--- config.mk ---
export PLATFORM = sky130hd
export DESIGN_NAME = q_event_buffer
export DESIGN_NICKNAME = d
export VERILOG_FILES = /design/src/rtl/q_event_buffer_pkg.sv /design/src/rtl/q_event_buffer_sync_fifo.sv /design/src/rtl/q_event_buffer.sv
export SDC_FILE = /design/constraint.sdc
export NUM_CORES = 1
export LEC_CHECK = 0
export CAP_MARGIN = 20
export CORE_MARGIN = 1.5
export CORE_UTILIZATION = 45
export CTS_CLUSTER_DIAMETER = 120
export DETAILED_ROUTE_END_ITERATION = 16
export RECOVER_POWER = 25
export REMOVE_ABC_BUFFERS = 1
export SYNTH_ARGS = -nofsm -noshare
export SYNTH_HDL_FRONTEND = slang
export SYNTH_HIERARCHICAL = 1
export SYNTH_SLANG_ARGS = --single-unit
--- constraint.sdc ---
create_clock -name clk -period 10.1 [get_ports clk]
set_input_delay 3.03 -clock clk [delete_from_list [all_inputs] [get_ports clk]]
set_output_delay 3.03 -clock clk [all_outputs]
set_load 0.05 [all_outputs]
--- src/rtl/q_event_buffer_pkg.sv ---
// q_event_buffer shared definitions: width defaults and event-word layout.
// The readout decoder slices words with MASK_LSB / TS_LSB / EVT_WIDTH.
package q_event_buffer_pkg;

    localparam int Q_WIDTH_D    = 31;
    localparam int TS_WIDTH_D   = 32;
    localparam int NCH_D        = 4;
    localparam int DEPTH_LOG2_D = 4;

    // Event word = {mask, ts, Q}, MSB first.
    localparam int TS_LSB    = Q_WIDTH_D;
    localparam int MASK_LSB  = TS_WIDTH_D + Q_WIDTH_D;
    localparam int EVT_WIDTH = NCH_D + MASK_LSB;

    localparam logic [15:0] DROP_MAX = 16'hFFFF;

endpackage

--- src/rtl/q_event_buffer_sync_fifo.sv ---
// Synchronous FIFO with registered read port and registered count/full/empty.
// Ports: clk, rst (sync, active-high), wr_en/wr_data, rd_en -> rd_data/rd_valid, empty, full, count.
module q_event_buffer_sync_fifo
    import q_event_buffer_pkg::*;
#(
    parameter int WIDTH      = EVT_WIDTH,
    parameter int DEPTH_LOG2 = DEPTH_LOG2_D
) (
    input  logic                  clk,
    input  logic                  rst,
    input  logic                  wr_en,
    input  logic [WIDTH-1:0]      wr_data,
    input  logic                  rd_en,
    output logic [WIDTH-1:0]      rd_data,
    output logic                  rd_valid,
    output logic                  empty,
    output logic                  full,
    output logic [DEPTH_LOG2:0]   count
);

    localparam int DEPTH = 1 << DEPTH_LOG2;
    localparam int PW    = DEPTH_LOG2 + 1;

    logic [WIDTH-1:0] mem [DEPTH];
    logic [PW-1:0]    wr_ptr;
    logic [PW-1:0]    rd_ptr;
    logic [PW-1:0]    wr_nxt;
    logic [PW-1:0]    rd_nxt;
    logic             do_wr;
    logic             do_rd;

    // full/empty are pre-cycle flags, so a read never frees room
    // for a same-cycle write, and a write never feeds a same-cycle read.
    always_comb begin
        do_wr  = wr_en & ~full;
        do_rd  = rd_en & ~empty;
        wr_nxt = wr_ptr + PW'(do_wr);
        rd_nxt = rd_ptr + PW'(do_rd);
    end

    always_ff @(posedge clk) begin
        if (rst) begin
            wr_ptr   <= '0;
            rd_ptr   <= '0;
            count    <= '0;
            empty    <= 1'b1;
            full     <= 1'b0;
            rd_valid <= 1'b0;
            rd_data  <= '0;
        end else begin
            wr_ptr   <= wr_nxt;
            rd_ptr   <= rd_nxt;
            count    <= wr_nxt - rd_nxt;
            empty    <= (wr_nxt == rd_nxt);
            // Same slot, opposite wrap bit: one full lap ahead.
            full     <= (wr_nxt[PW-1] != rd_nxt[PW-1])
                     && (wr_nxt[PW-2:0] == rd_nxt[PW-2:0]);
            rd_valid <= do_rd;
            if (do_rd) begin
                rd_data <= mem[rd_ptr[PW-2:0]];
            end
        end
    end

    always_ff @(posedge clk) begin
        if (do_wr && !rst) begin
            mem[wr_ptr[PW-2:0]] <= wr_data;
        end
    end

endmodule

--- src/rtl/q_event_buffer.sv ---
// Q event buffer: tags each Q with trigger timestamp and ToT mask, buffers in a FIFO.
// Ports: clk, RESET, Q_in/Q_valid_in, tot_in, rd_en -> rd_data/rd_valid, empty/full/count, drop_count, clear_drops.
module q_event_buffer
    import q_event_buffer_pkg::*;
#(
    parameter int Q_WIDTH    = Q_WIDTH_D,
    parameter int TS_WIDTH   = TS_WIDTH_D,
    parameter int NCH        = NCH_D,
    parameter int DEPTH_LOG2 = DEPTH_LOG2_D
) (
    input  logic                            clk,
    input  logic                            RESET,
    input  logic [Q_WIDTH-1:0]              Q_in,
    input  logic                            Q_valid_in,
    input  logic [NCH-1:0]                  tot_in,
    input  logic                            rd_en,
    output logic [NCH+TS_WIDTH+Q_WIDTH-1:0] rd_data,
    output logic                            rd_valid,
    output logic                            empty,
    output logic                            full,
    output logic [DEPTH_LOG2:0]             count,
    output logic [15:0]                     drop_count,
    input  logic                            clear_drops
);

    localparam int W = NCH + TS_WIDTH + Q_WIDTH;

    logic [TS_WIDTH-1:0] ts;
    logic [TS_WIDTH-1:0] ts_lat;
    logic [NCH-1:0]      acc_mask;
    logic                armed;
    logic                trig_q;
    logic                any_trig;
    logic                trig_rise;
    logic [W-1:0]        word;

    // Mask includes this cycle's bits; ts falls back to the capture
    // cycle when no trigger edge preceded the strobe.
    always_comb begin
        any_trig  = |tot_in;
        trig_rise = any_trig & ~trig_q;
        word      = {acc_mask | tot_in, armed ? ts : ts_lat, Q_in};
    end

    always_ff @(posedge clk) begin
        if (RESET) begin
            ts       <= '0;
            ts_lat   <= '0;
            acc_mask <= '0;
            armed    <= 1'b1;
            trig_q   <= 1'b0;
        end else begin
            ts     <= ts + TS_WIDTH'(1);
            trig_q <= any_trig;
            unique case (1'b1)
                Q_valid_in: begin
                    // Same-cycle edge already belongs to this word.
                    acc_mask <= '0;
                    armed    <= 1'b1;
                end
                default: begin
                    acc_mask <= acc_mask | tot_in;
                    if (armed && trig_rise) begin
                        ts_lat <= ts;
                        armed  <= 1'b0;
                    end
                end
            endcase
        end
    end

    always_ff @(posedge clk) begin
        if (RESET) begin
            drop_count <= '0;
        end else if (clear_drops) begin
            drop_count <= '0;
        end else if (Q_valid_in && full && drop_count != DROP_MAX) begin
            drop_count <= drop_count + 16'd1;
        end
    end

    q_event_buffer_sync_fifo #(
        .WIDTH      (W),
        .DEPTH_LOG2 (DEPTH_LOG2)
    ) u_fifo (
        .clk      (clk),
        .rst      (RESET),
        .wr_en    (Q_valid_in),
        .wr_data  (word),
        .rd_en    (rd_en),
        .rd_data  (rd_data),
        .rd_valid (rd_valid),
        .empty    (empty),
        .full     (full),
        .count    (count)
    );

endmodule

# ---- Word-level counts from Yosys, hierarchy flattened
# Memories as Yosys holds them, arrays and structs flattened. A register that Yosys moved wholly into a read port is not among the register bits.
# Cells that the tools add are included.
dict set report totals {
  n_memories 1
  rom_bits 0
  in_bits 40
  regBits 104
  mem_bits_rw 1072
  latchBits 0
}
# memory depth width read_ports rd_ports_with_merged_regs wr line_no
set memory_table {}
lappend memory_table {u_fifo.mem 16 67 1 1 1 q_event_buffer_sync_fifo.sv:24} ;# logic [WIDTH-1:0] mem [DEPTH];
dict set report op_classes {
  n_div 0
  n_lt_le_gt_ge 0
  shifts 0
  mul 0
  n_bitwise 8
  n_addsub 5
  n_eq_ne 4
  n_reduce_logical 10
  mux 3
}
# cell n
set op_table {}
lappend op_table {{32-bit by 1-bit adder with 32-bit output, second input constant} 1}
lappend op_table {{32-bit 2-to-1 mux} 1}
lappend op_table {{16-bit by 1-bit adder with 16-bit output, second input constant} 1}
lappend op_table {{16-bit != test, second input constant} 1}
lappend op_table {{5-bit by 1-bit adder with 5-bit output} 2}
lappend op_table {{5-bit == test} 1}
lappend op_table {{1-bit logical AND} 5}
lappend op_table {{5-bit subtractor} 1}
lappend op_table {{4-bit == test} 1}
lappend op_table {{1-bit NOT} 4}
lappend op_table {{4-bit OR} 1}
lappend op_table {{2-bit OR reduction} 2}
lappend op_table {{4-bit OR reduction} 1}
lappend op_table {{1-bit bitwise AND} 3}
lappend op_table {{1-bit 2-to-1 mux} 2}
lappend op_table {{2-bit AND reduction} 1}
lappend op_table {{1-bit logical NOT} 1}
lappend op_table {{1-bit != test} 1}

# ---- Depth between registers and ports, before layout
dict set report logic_depth {
  depth_word 5
  depth_mapped 12
  mapped_depth_nobuf 11
}

# ---- By module
# Netlist, hierarchy kept.
# module n_inst cells_each seq_area_each_um2 area_each_um2
set by_module_without_submodules {}
lappend by_module_without_submodules {q_event_buffer_sync_fifo 1 1759 33892.5 43145.1}
lappend by_module_without_submodules {q_event_buffer 1 479 1721.7 4160.2}

# ---- Worst setup path before layout
# OpenSTA, ideal clock, no wires.
dict set report synth_path {
  path_type {input -> register}
  from {input port Q_valid_in}
  to {memory u_fifo/mem[0][0] (netlist bit), enable pin}
  required_time_ns 9.526
  slack_ns 1.294
  path_stages 4
  t_arrival_ns 8.232
  n_path_buf 0
  path_cell_list {nor2b_1 nand2_1 or3_1 nor3_1}
}
dict set report synth_between {
  elab_chain_len 4
}
# item line_no
set synth_lines {}
lappend synth_lines {{start: declaration} q_event_buffer.sv:14} ;# input logic Q_valid_in,
lappend synth_lines {{1-bit bitwise AND} q_event_buffer_sync_fifo.sv:35} ;# do_wr = wr_en & ~full;
lappend synth_lines {{1-bit logical AND} q_event_buffer_sync_fifo.sv:66} ;# if (do_wr && !rst) begin
lappend synth_lines {{1-bit 2-to-1 mux} q_event_buffer_sync_fifo.sv:66}
lappend synth_lines {{1-bit 2-to-1 mux (implied by the code)} q_event_buffer_sync_fifo.sv:67} ;# mem[wr_ptr[PW-2:0]] <= wr_data;
lappend synth_lines {{end: declaration} q_event_buffer_sync_fifo.sv:24}
# No other way between the ends.

# ---- Worst setup path after layout
dict set report layout_path {
  from {input port RESET}
  to {memory u_fifo/mem[5][25] (netlist bit), enable pin}
}
dict set report layout_between {
  elab_chain_len 4
}
# item line_no
set layout_lines {}
lappend layout_lines {{start: declaration} q_event_buffer.sv:12} ;# input logic RESET,
lappend layout_lines {{1-bit logical NOT} q_event_buffer_sync_fifo.sv:66}
lappend layout_lines {{1-bit logical AND} q_event_buffer_sync_fifo.sv:66}
lappend layout_lines {{1-bit 2-to-1 mux} q_event_buffer_sync_fifo.sv:66}
lappend layout_lines {{1-bit 2-to-1 mux (implied by the code)} q_event_buffer_sync_fifo.sv:67}
# No other way between the ends.

==> flow_metrics.env <==
export IMPL_synthCells=2238
export IMPL_tritoncts="yes"
export IMPL_design_area_sq_um=54450
export IMPL_ys_seq_area_frac=0.7529
export IMPL_cts_htree_levels=4
export IMPL_maxCapViolCount=2
export IMPL_clk_latency_ns=0.73
export IMPL_period_share=0.6375
export IMPL_cts_repair_resized=0
export IMPL_synth_compound_area_frac=0.02547
export IMPL_postPlaceCellArea_sq_um=50220
export IMPL_layout_common_cells="edfxtp_1, mux4_2, dfxtp_1"
export IMPL_layout_setup_ws_ns=3.661
export IMPL_die_height_um=327.2
export IMPL_postCtsHoldBufs=0
export IMPL_wl_um=102600
export IMPL_fin_util=0.5239
export IMPL_path_class="in -> reg"
export IMPL_rsz0062_at_grt="no"
export IMPL_min_period_ns=6.439
export IMPL_tightest_slew_ns=2.136
export IMPL_portBuffers=130
export IMPL_path_clk_slew_ns=0.06
export IMPL_coreArea_sq_um=103900
export IMPL_critPathLaunchType="input pin"
export IMPL_yosysWarnings=6
export IMPL_slew_violations=83
export IMPL_hold_viol=0
export IMPL_synth_edff_count=1072
export IMPL_synth_seq_cells=1243
export IMPL_post_cts_buffers=0
export IMPL_synth_area_sq_um=47310
export IMPL_dp_cells=3668
export IMPL_cts_buffers=131
export IMPL_die_w_um=327.2
export IMPL_slew_headroom=-0.4240
export IMPL_dominantRegCellSynth="edfxtp_1"
export IMPL_initial_utilization=0.4551
export IMPL_drt_iter0_drc=1875
export IMPL_synthSimpleGateAreaFrac=0.03134
export IMPL_fmax_ghz=0.1553
export IMPL_grt_first_pass_wirelength_um=154200
export IMPL_yosysUniqueCellTypes=64
export IMPL_violations="capacitance limit, slew limit"
export IMPL_fin_tns_setup_ns=0
export IMPL_gr_total_overflow=0
export IMPL_status="finished with violations"
export IMPL_critical_path_required_ns=10.43
export IMPL_antenna_found_initial=0
export IMPL_grt_total_usage=0.1958
export IMPL_clock_sinks=1243
export IMPL_synthAdderAreaFrac=0.001851
export IMPL_synth_xor_area_frac=0.004840
export IMPL_synth_top_family_by_area="multiplexers"
export IMPL_grt_start_max_net_pins=105
export IMPL_leakagePower_nw=16.89
export IMPL_grt_pass1_vias=23620
export IMPL_first_pass_iters=5
export IMPL_final_common_cell="edfxtp_1"
export IMPL_clock_path_buffers=3
export IMPL_root_buffer="clkbuf_16"
export IMPL_peakVddDrop_mv=0.1323
export IMPL_drc=0
export IMPL_nets=2468
export IMPL_muxShareOfSynthArea=0.1700
export IMPL_post_place_ws_ns=3.320
export IMPL_ios=131
export IMPL_dp_hpwl_um=56190
export IMPL_crit_fanout=46
export IMPL_num_vias=22250
export IMPL_die_area_sq_um=107100
export IMPL_std_cell_rows=118
export IMPL_areaGrowthSynthToFinish_pct=15.11
export IMPL_hold_path_class="reg -> reg"
export IMPL_clock_skew_ns=0.02371
export IMPL_place_congestion=0.7306
export IMPL_wl_per_cell_um=26.26
export IMPL_ant_nets=0
export IMPL_setup_viol=0
export IMPL_finalNonFillerCells=3906
export IMPL_crit_arrival_ns=6.77
export IMPL_vias_per_cell=5.696
export IMPL_whs_ns=0.4510
export IMPL_synth_avg_cell_area_sq_um=21.14
export IMPL_drive_above_1_share=0.2451
export IMPL_power_density_nw_per_um2=205.1
export IMPL_end_kind="flip-flop"
export IMPL_synthArstFlopShare=0
export IMPL_total_power_mw=11.17
[power breakdown]
group          switching, mW  internal (mW)  leakage, nW
clock network           1.93           2.75         2.06
logic                  0.455          0.377         3.61
registers             0.0449           5.61         11.2
[worst max-delay path: stages]
cell      delay [ns]
clkbuf_1        0.77
inv_1           0.61
nand2_1         0.18
nor2_1          0.14
nand2_1         0.23
nor2_4          0.90
buf_4           0.80
[worst paths after layout]
check                           slack [ns]                        start                         endpoint  depth (start not counted)
worst max-delay path                  3.66                        RESET      u_fifo/mem[5][25]$_DFFE_PP_                          7
worst min-delay path                  0.45      ts_lat[22]$_SDFFE_PP0P_          ts_lat[22]$_SDFFE_PP0P_                          2
worst max register to register        6.06  u_fifo/rd_ptr[0]$_SDFF_PP0_  u_fifo/rd_data[48]$_SDFFE_PP0P_                          5
worst min register to register        0.45      ts_lat[22]$_SDFFE_PP0P_          ts_lat[22]$_SDFFE_PP0P_                          2
[routing by layer]
layer | wire [um] | track usage | up-vias
li1 | - | - | 9692
met1 | 44080 | 0.2690 | 11920
met2 | 52000 | 0.3281 | 523
met3 | 4900 | 0.03318 | 115
met4 | 1586 | 0.04811 | 0
met5 | 0 | 0 | -
[logic make-up after synthesis]
group | after synthesis
multiplexers | 380
AO/OA/AOI/OAI | 170
XOR/XNOR | 23
AND/OR/NAND/NOR | 281
flip-flops | 1243
adder cells (fa/ha/maj) | 7
buffers and inverters | 134
[state kept, by name (all words and copies together), names as in the netlist]
register and count:
u_fifo/mem 1072, u_fifo/rd_data 67, ts 32, ts_lat 32, drop_count 16, u_fifo/count 5, u_fifo/rd_ptr 5, u_fifo/wr_ptr 5
acc_mask 4, armed 1, trig_q 1, u_fifo/empty 1, u_fifo/full 1, u_fifo/rd_valid 1
[cells in the mapped netlist, drive strengths merged (8+ instances only)]
cell type	count	area [sq um]
a21oi	59	295.3
a22o	67	586.8
and2	11	72.57
buf	46	301.5
clkbuf	74	287.8
dfxtp	171	3423
edfxtp	1072	32190
inv	13	48.79
mux2	36	405.4
mux2i	9	90.09
mux4	335	7545
nand2	103	386.6
nand3	23	132.6
nand4	11	83.83
nor2	49	183.9
nor2b	9	56.30
nor3	12	65.06
o21ai	17	85.08
o31ai	9	67.56
or3	19	121.4
or4	8	60.06
xnor2	10	87.58
xor2	11	96.34
[final cells by class]
class                   instances  area [sq um]
clock inverters                62         598.1
flip-flops and latches       1243         35630
clock buffers                 175          3638
multi-input cells             861         11170
inverters                      13         50.05
repair buffers                171          1637
fillers                      8082         49490
diodes                          1         2.502
well taps                    1380          1727
Note: power is estimated with default switching activity, not from simulation.
